[config.mk]
export PLATFORM = sky130hd
export DESIGN_NAME = mux_scan_flat
export DESIGN_NICKNAME = d
export VERILOG_FILES = /design/src/rtl/mux_scan_pkg.sv /design/src/rtl/mux_scan_if.sv /design/src/rtl/mux_scan_next_chan.sv /design/src/rtl/mux_scan.sv /design/src/flat_wrapper.sv
export SDC_FILE = /design/constraint.sdc
export NUM_CORES = 1
export LEC_CHECK = 0
export BUFFER_PORTS_ARGS = -buffer_cell sky130_fd_sc_hd__buf_4
export CAP_MARGIN = 25
export CORE_UTILIZATION = 50
export CTS_CLUSTER_SIZE = 25
export DETAILED_ROUTE_END_ITERATION = 10
export PLACE_DENSITY_LB_ADDON = 0.05
export SETUP_SLACK_MARGIN = 0.4
export SYNTH_ARGS = -nofsm -noshare
export SYNTH_HDL_FRONTEND = slang
export SYNTH_SLANG_ARGS = --single-unit
[constraint.sdc]
create_clock -name clk -period 3.1 [get_ports clk]
set_input_delay 0.155 -clock clk [delete_from_list [all_inputs] [get_ports clk]]
set_output_delay 0.155 -clock clk [all_outputs]
set_load 0.05 [all_outputs]
[src/rtl/mux_scan_pkg.sv]
// Shared types and constants for the mux_scan registered multiplexer / channel scanner.
package mux_pkg;

   typedef enum logic [1:0] {IDLE, SCAN, FLUSH} scan_state_t;

   localparam logic MODE_MANUAL = 1'b0;
   localparam logic MODE_SCAN   = 1'b1;

endpackage

[src/rtl/mux_scan_if.sv]
// Output beat stream of mux_scan: data, channel index, valid/ready handshake.
interface mux_scan_if #(
   parameter int N = 8,
   parameter int W = 1
);
   localparam int SELW = $clog2(N);

   logic [W-1:0]    y;
   logic [SELW-1:0] y_sel;
   logic            y_valid;
   logic            y_ready;

   modport master (output y, output y_sel, output y_valid, input  y_ready);
   modport slave  (input  y, input  y_sel, input  y_valid, output y_ready);

endinterface

[src/rtl/mux_scan_next_chan.sv]
// Combinational priority encoder: index of the lowest set bit of a channel mask.
module mux_next_chan #(
   parameter int N = 8,
   localparam int SELW = $clog2(N)
) (
   input  logic [N-1:0]    mask,
   output logic [SELW-1:0] idx,
   output logic            any_set
);

   always_comb begin
      idx = '0;
      // Descending walk so the lowest set bit is the last one written.
      for (int unsigned k = N; k > 0; k--) begin
         if (mask[k-1]) idx = SELW'(k-1);
      end
      any_set = |mask;
   end

endmodule

[src/rtl/mux_scan.sv]
// N-channel W-bit registered mux with a masked ascending scan mode on a valid/ready stream.
// Optional define MUX_SCAN_SNAPSHOT_EN: scan beats read x as captured on the start cycle.
module mux_scan
   import mux_pkg::*;
#(
   parameter int N = 8,
   parameter int W = 1,
   localparam int SELW = $clog2(N)
) (
   input  logic              clk,
   input  logic              n_reset,
   input  logic [N*W-1:0]    x,
   input  logic              mode,
   input  logic [SELW-1:0]   sel_in,
   input  logic [N-1:0]      en_mask,
   input  logic              start,
   mux_scan_if.master        st,
   output logic              busy,
   output logic              done
);

   scan_state_t     state_q, state_d;
   logic [N-1:0]    mask_q, mask_d;
   logic [SELW-1:0] ptr_q, ptr_d;
   logic [W-1:0]    y_q, y_d;
   logic [SELW-1:0] ysel_q, ysel_d;
   logic            yvalid_q, yvalid_d;
   logic            busy_q, busy_d;
   logic            done_q, done_d;

   logic [N*W-1:0]  scan_src;
   logic [N-1:0]    mask_clr;
   logic [SELW-1:0] start_idx, next_idx;
   logic            start_any, next_any;
   logic            load_en;
   logic [W-1:0]    man_val, scan_val;

   // Out-of-range index (N not a power of two) yields zero.
   function automatic logic [W-1:0] pick(input logic [N*W-1:0] v, input logic [SELW-1:0] i);
      logic [W-1:0] r;
      r = '0;
      for (int unsigned k = 0; k < N; k++) begin
         if (i == SELW'(k)) r = v[k*W +: W];
      end
      return r;
   endfunction

`ifdef MUX_SCAN_SNAPSHOT_EN
   logic [N*W-1:0] snap_q, snap_d;

   always_comb begin
      snap_d = snap_q;
      if (state_q == IDLE && start) snap_d = x;
   end

   always_ff @(posedge clk or negedge n_reset) begin
      if (!n_reset) snap_q <= '0;
      else          snap_q <= snap_d;
   end

   assign scan_src = snap_q;
`else
   assign scan_src = x;
`endif

   assign mask_clr = mask_q & ~(N'(1) << ptr_q);
   assign load_en  = !yvalid_q || st.y_ready;
   assign man_val  = pick(x, sel_in);
   assign scan_val = pick(scan_src, ptr_q);

   mux_next_chan #(.N(N)) u_start_chan (.mask(en_mask),  .idx(start_idx), .any_set(start_any));
   mux_next_chan #(.N(N)) u_next_chan  (.mask(mask_clr), .idx(next_idx),  .any_set(next_any));

   always_comb begin
      state_d  = state_q;
      mask_d   = mask_q;
      ptr_d    = ptr_q;
      y_d      = y_q;
      ysel_d   = ysel_q;
      yvalid_d = yvalid_q;
      busy_d   = busy_q;
      done_d   = 1'b0;
      case (state_q)
         IDLE: begin
            if (start) begin
               yvalid_d = 1'b0;
               mask_d   = en_mask;
               if (start_any) begin
                  busy_d  = 1'b1;
                  ptr_d   = start_idx;
                  state_d = SCAN;
               end else begin
                  done_d = 1'b1;
               end
            end else if (mode == MODE_MANUAL) begin
               if (load_en) begin
                  y_d      = man_val;
                  ysel_d   = sel_in;
                  yvalid_d = 1'b1;
               end
            end else if (mode == MODE_SCAN && st.y_ready) begin
               yvalid_d = 1'b0;
            end
         end
         SCAN: begin
            if (load_en) begin
               y_d      = scan_val;
               ysel_d   = ptr_q;
               yvalid_d = 1'b1;
               mask_d   = mask_clr;
               ptr_d    = next_idx;
               if (!next_any) state_d = FLUSH;
            end
         end
         FLUSH: begin
            if (yvalid_q && st.y_ready) begin
               yvalid_d = 1'b0;
               busy_d   = 1'b0;
               done_d   = 1'b1;
               state_d  = IDLE;
            end
         end
         default: state_d = IDLE;
      endcase
   end

   always_ff @(posedge clk or negedge n_reset) begin
      if (!n_reset) begin
         state_q  <= IDLE;
         mask_q   <= '0;
         ptr_q    <= '0;
         y_q      <= '0;
         ysel_q   <= '0;
         yvalid_q <= 1'b0;
         busy_q   <= 1'b0;
         done_q   <= 1'b0;
      end else begin
         state_q  <= state_d;
         mask_q   <= mask_d;
         ptr_q    <= ptr_d;
         y_q      <= y_d;
         ysel_q   <= ysel_d;
         yvalid_q <= yvalid_d;
         busy_q   <= busy_d;
         done_q   <= done_d;
      end
   end

   assign st.y       = y_q;
   assign st.y_sel   = ysel_q;
   assign st.y_valid = yvalid_q;
   assign busy       = busy_q;
   assign done       = done_q;

endmodule

[src/flat_wrapper.sv]
// flat-port wrapper written by rule: the top's interface ports become plain ports
module mux_scan_flat import mux_pkg::*;
#(
   parameter int N = 8,
   parameter int W = 1,
   localparam int SELW = $clog2(N)
)
  (clk, n_reset, x, mode, sel_in, en_mask, start, busy, done, st_y, st_y_sel, st_y_valid, st_y_ready);
  mux_scan_if #(.N(N), .W(W)) st_i ();
  input  logic clk;
  input  logic n_reset;
  input  logic [N*W-1:0] x;
  input  logic mode;
  input  logic [SELW-1:0] sel_in;
  input  logic [N-1:0] en_mask;
  input  logic start;
  output logic busy;
  output logic done;
  output wire logic [$bits(st_i.y)-1:0] st_y;
  output wire logic [$bits(st_i.y_sel)-1:0] st_y_sel;
  output wire logic [$bits(st_i.y_valid)-1:0] st_y_valid;
  input wire logic [$bits(st_i.y_ready)-1:0] st_y_ready;
  assign st_y = st_i.y;
  assign st_y_sel = st_i.y_sel;
  assign st_y_valid = st_i.y_valid;
  assign st_i.y_ready = st_y_ready;
  mux_scan #(.N(N), .W(W)) u_core (.clk(clk), .n_reset(n_reset), .x(x), .mode(mode), .sel_in(sel_in), .en_mask(en_mask), .start(start), .st(st_i), .busy(busy), .done(done));
endmodule
==> out/metrics.cfg <==
[synth]
post_synth_num_cell_types = 46
synthFlopType = dfrtp_1
avgSynthCellArea_sq_um = 8.635
synth_area_sq_mm = 0.001572
share_of_synthesized_flip_flops_with_an_asynchronous_set_or_reset = 1.000
synth_fp_nets = 210
yosys.area.top_type = dfrtp_1
ys_top_cells_by_area = dfrtp_1 32%, nand2_1 5.3%, o21ai_0 5.1%
netlist_instances = 182
ys_warnings = 0
synth-edff-count = 0
synth_seq_area_share = 0.3185
yosys_top_cell_area_share = 0.3185
ffs_latches_synth = 20

[global_route]
grtUsageMet1 = 0.3630
first_global_vias = 1446
globalRouteMet3Util = 0.02232
grt.met2_usage = 0.4089
overflow = 0
grt_max_degree = 21
grt.total_usage = 0.2545
busiest_layer = met2
grt_pass1_wl_um = 6603
antenna_found_initial = 0

[hold_path]
hold_path_depth = 3
worst_hold_path.endpoint = u_core.mask_q[5]$_DFFE_PN0P_
hp-start = en_mask[5]
hold_path.class = in -> reg

[worst_setup_path]
r2r-start = u_core.state_q[1]$_DFFE_PN0P_
cp_required_ns = 3.29
cpPeakStageDelay_ns = 0.41
worstSetupEndpointType = register
critical_path_buf_inv_count = 2
cp_max_fo = 15
setup.worst_path.class = reg -> reg
cp_cell_sequence = inv_1, ha_1, buf_4, a211o_1, nor2_1, mux2_2
cp.arrival_ns = 2.37
cpLargestDelayFamily = flip-flops
cpMaxStageDelayCell = dfrtp_1
number_of_cells_traversed_by_the_worst_register_to_register_path = 6
setup.worst_path.start_class = register
ff2ff_setup_slack_ns = 0.93
r2r_end = u_core.ptr_q[2]$_DFFE_PN0P_

[route]
detail_route.first_pass.iterations = 7
wire_per_inst_um = 15.28
first_iter_violations = 124
vias_per_cell = 6.076
drt-total-wl_um = 3820
post-route-drc-count = 2
drtAntennaViolNets = 0
vias = 1519

[clock_tree]
clkTransAtPathRegs_ns = 0.11
cts_resized = 0
number_of_buffers_created_by_cts = 3
htreeDepth = 1
cts_num_sinks = 20
tritoncts = yes
cts_hold_buffers = 1
cts_setup_buffers = 0
later_pin_clock_latency_in_the_skew_report_ns = 0.30
cts.path.max_buffers = 2
clock_tree.root_cell = clkbuf_4

[layout]
fraction_of_layout_cells_with_a_size_suffix_above_1 = 0.2212
post-route-cell-area_sq_mm = 0.001846
antenna-diode-count = 0
synthToLayoutAreaGrowth_pct = 17.44
fin_nets = 238

[timing]
maxClockFrequency_ghz = 0.4606
timing.slew.headroom = 0.5469
rsz0062_at_grt = no
setup_viol = 0
hold_viol = 0
timing.clock.skew_ns = 0.007402
fin_crit_sh = 0.7004
worst_pin_slew_ns = 0.6796
drv_slew = 0
final.min_clock_period_ns = 2.171
tns_ns = 0

[floorplan]
core_sq_mm = 0.002877
io-pin-count = 31
std_cell_rows = 19
dieArea_sq_mm = 0.003371
floorplan.initialDensity = 0.5463
chipHeight_um = 58.06
fp.dieW_um = 58.06

[run]
maxCapViolations = 0

[placement]
detailed_place.area_sq_mm = 0.001813
dp_hpwl_um = 2933
finalWeightedCongestion = 0.8577
portBuffers = 30

[power]
power.density_mw_per_mm2 = 1086
ir_drop_mv = 0.6040
static-leakage-power_nw = 0.8506

[status]
status = finished, violations left
failed_checks = DRC

[worst min-delay path, stage by stage]
cell and delay, ns:
buf_4 0.10, nand2_1 0.04, nand2_1 0.05
[layout make-up]
class	instances	area (sq um)
inverters	10	37.54
fillers	254	1031
flip-flops and latches	20	500.5
well taps	42	52.55
repair buffers	32	242.7
clock buffers	3	22.52
multi-input cells	143	989.7
[cells by family after synthesis]
| group | count (synthesis) | share of synthesized area |
|---|---|---|
| AND/OR/NAND/NOR | 59 | 0.1807 |
| buffers and inverters | 19 | 0.05175 |
| AO/OA/AOI/OAI | 66 | 0.3034 |
| multiplexers | 14 | 0.1139 |
| flip-flops | 20 | 0.3185 |
| adder cells (fa/ha/maj) | 4 | 0.03185 |
[routing by layer]
| layer | vias up | share of wire |
|---|---|---|
| met5 | - | 0 |
| met4 | 0 | 0.0079 |
| met3 | 4 | 0.051 |
| met2 | 56 | 0.47 |
| met1 | 724 | 0.47 |
| li1 | 735 | - |
[state kept, by name (all words and copies together) (netlist names)]
name	flops
u_core.st.y_valid	1
u_core.state_q	2
u_core.st.y	1
u_core.busy	1
u_core.mask_q	8
u_core.ptr_q	3
u_core.done	1
u_core.st.y_sel	3
[how the worst max path moves through the flow]
| stage | startpoint | to | depth (start not counted) | slack, ns |
|---|---|---|---|---|
| after global routing | u_core.state_q[1]$_DFFE_PN0P_ | u_core.ptr_q[2]$_DFFE_PN0P_ | 6 | 0.81 |
| after CTS | u_core.state_q[1]$_DFFE_PN0P_ | u_core.ptr_q[2]$_DFFE_PN0P_ | 6 | 0.95 |
| after detailed placement | u_core.state_q[1]$_DFFE_PN0P_ | u_core.ptr_q[2]$_DFFE_PN0P_ | 6 | 0.97 |
| after floorplan | u_core.st.y_valid$_DFFE_PN0P_ | u_core.ptr_q[2]$_DFFE_PN0P_ | 4 | 1.22 |
| final | u_core.state_q[1]$_DFFE_PN0P_ | u_core.ptr_q[2]$_DFFE_PN0P_ | 6 | 0.93 |
| after global placement | u_core.state_q[1]$_DFFE_PN0P_ | u_core.ptr_q[2]$_DFFE_PN0P_ | 6 | 1.03 |
[cell usage in the layout, fill, tap and decap left out, types with 2 or more instances in the layout]
cell,Yosys,final
a21oi_1,9,9
inv_1,10,10
dfrtp_1,20,20
nand3_1,2,2
a21o_1,3,3
o31ai_1,2,2
mux2_2,3,3
nor2b_1,5,5
o21ai_0,16,16
nor2_1,15,15
nor4_1,2,2
a22o_1,5,5
o22ai_1,5,5
and4_1,2,2
mux2i_1,7,7
o22a_1,3,3
nor3_1,2,2
a31oi_1,7,7
buf_4,0,31
mux4_2,2,2
a211o_1,2,2
clkbuf_4,0,3
nand2b_1,5,5
ha_1,4,4
nand2_1,22,22
mux2_4,2,2
[synthesized netlist by cell type, types with 2 or more instances]
library cell,n
nand2_1,22
dfrtp_1,20
o21ai_0,16
nor2_1,15
inv_1,10
a21oi_1,9
a31oi_1,7
mux2i_1,7
a22o_1,5
clkbuf_1,5
nand2b_1,5
nor2b_1,5
o22ai_1,5
ha_1,4
a21o_1,3
mux2_2,3
o22a_1,3
a211o_1,2
and4_1,2
buf_2,2
mux2_4,2
mux4_2,2
nand3_1,2
nor3_1,2
nor4_1,2
o31ai_1,2
[through the flow]
step           cells    util  hold WS [ns]  setup slack, ns  total power [mW]
2_1_floorplan    182       -       -0.1406            1.219             1.579
4_1_cts          250  0.6416       0.06514           0.9523             1.994
5_1_grt          250  0.6416       0.08708           0.8069             2.187
3_3_place_gp     246  0.6303       0.04869            1.026             1.833
6_report         250  0.6416       0.07350           0.9287             2.004
3_5_place_dp     246  0.6303       0.05422           0.9728             1.865
[power breakdown]
part           switching, mW  internal [mW]  leakage (nW)
Combinational          0.734          0.565         0.590
Sequential             0.200          0.381         0.247
Clock                 0.0798         0.0453        0.0138
Total                   1.01          0.991         0.851
No activity file was read; power rests on OpenSTA's default activity.
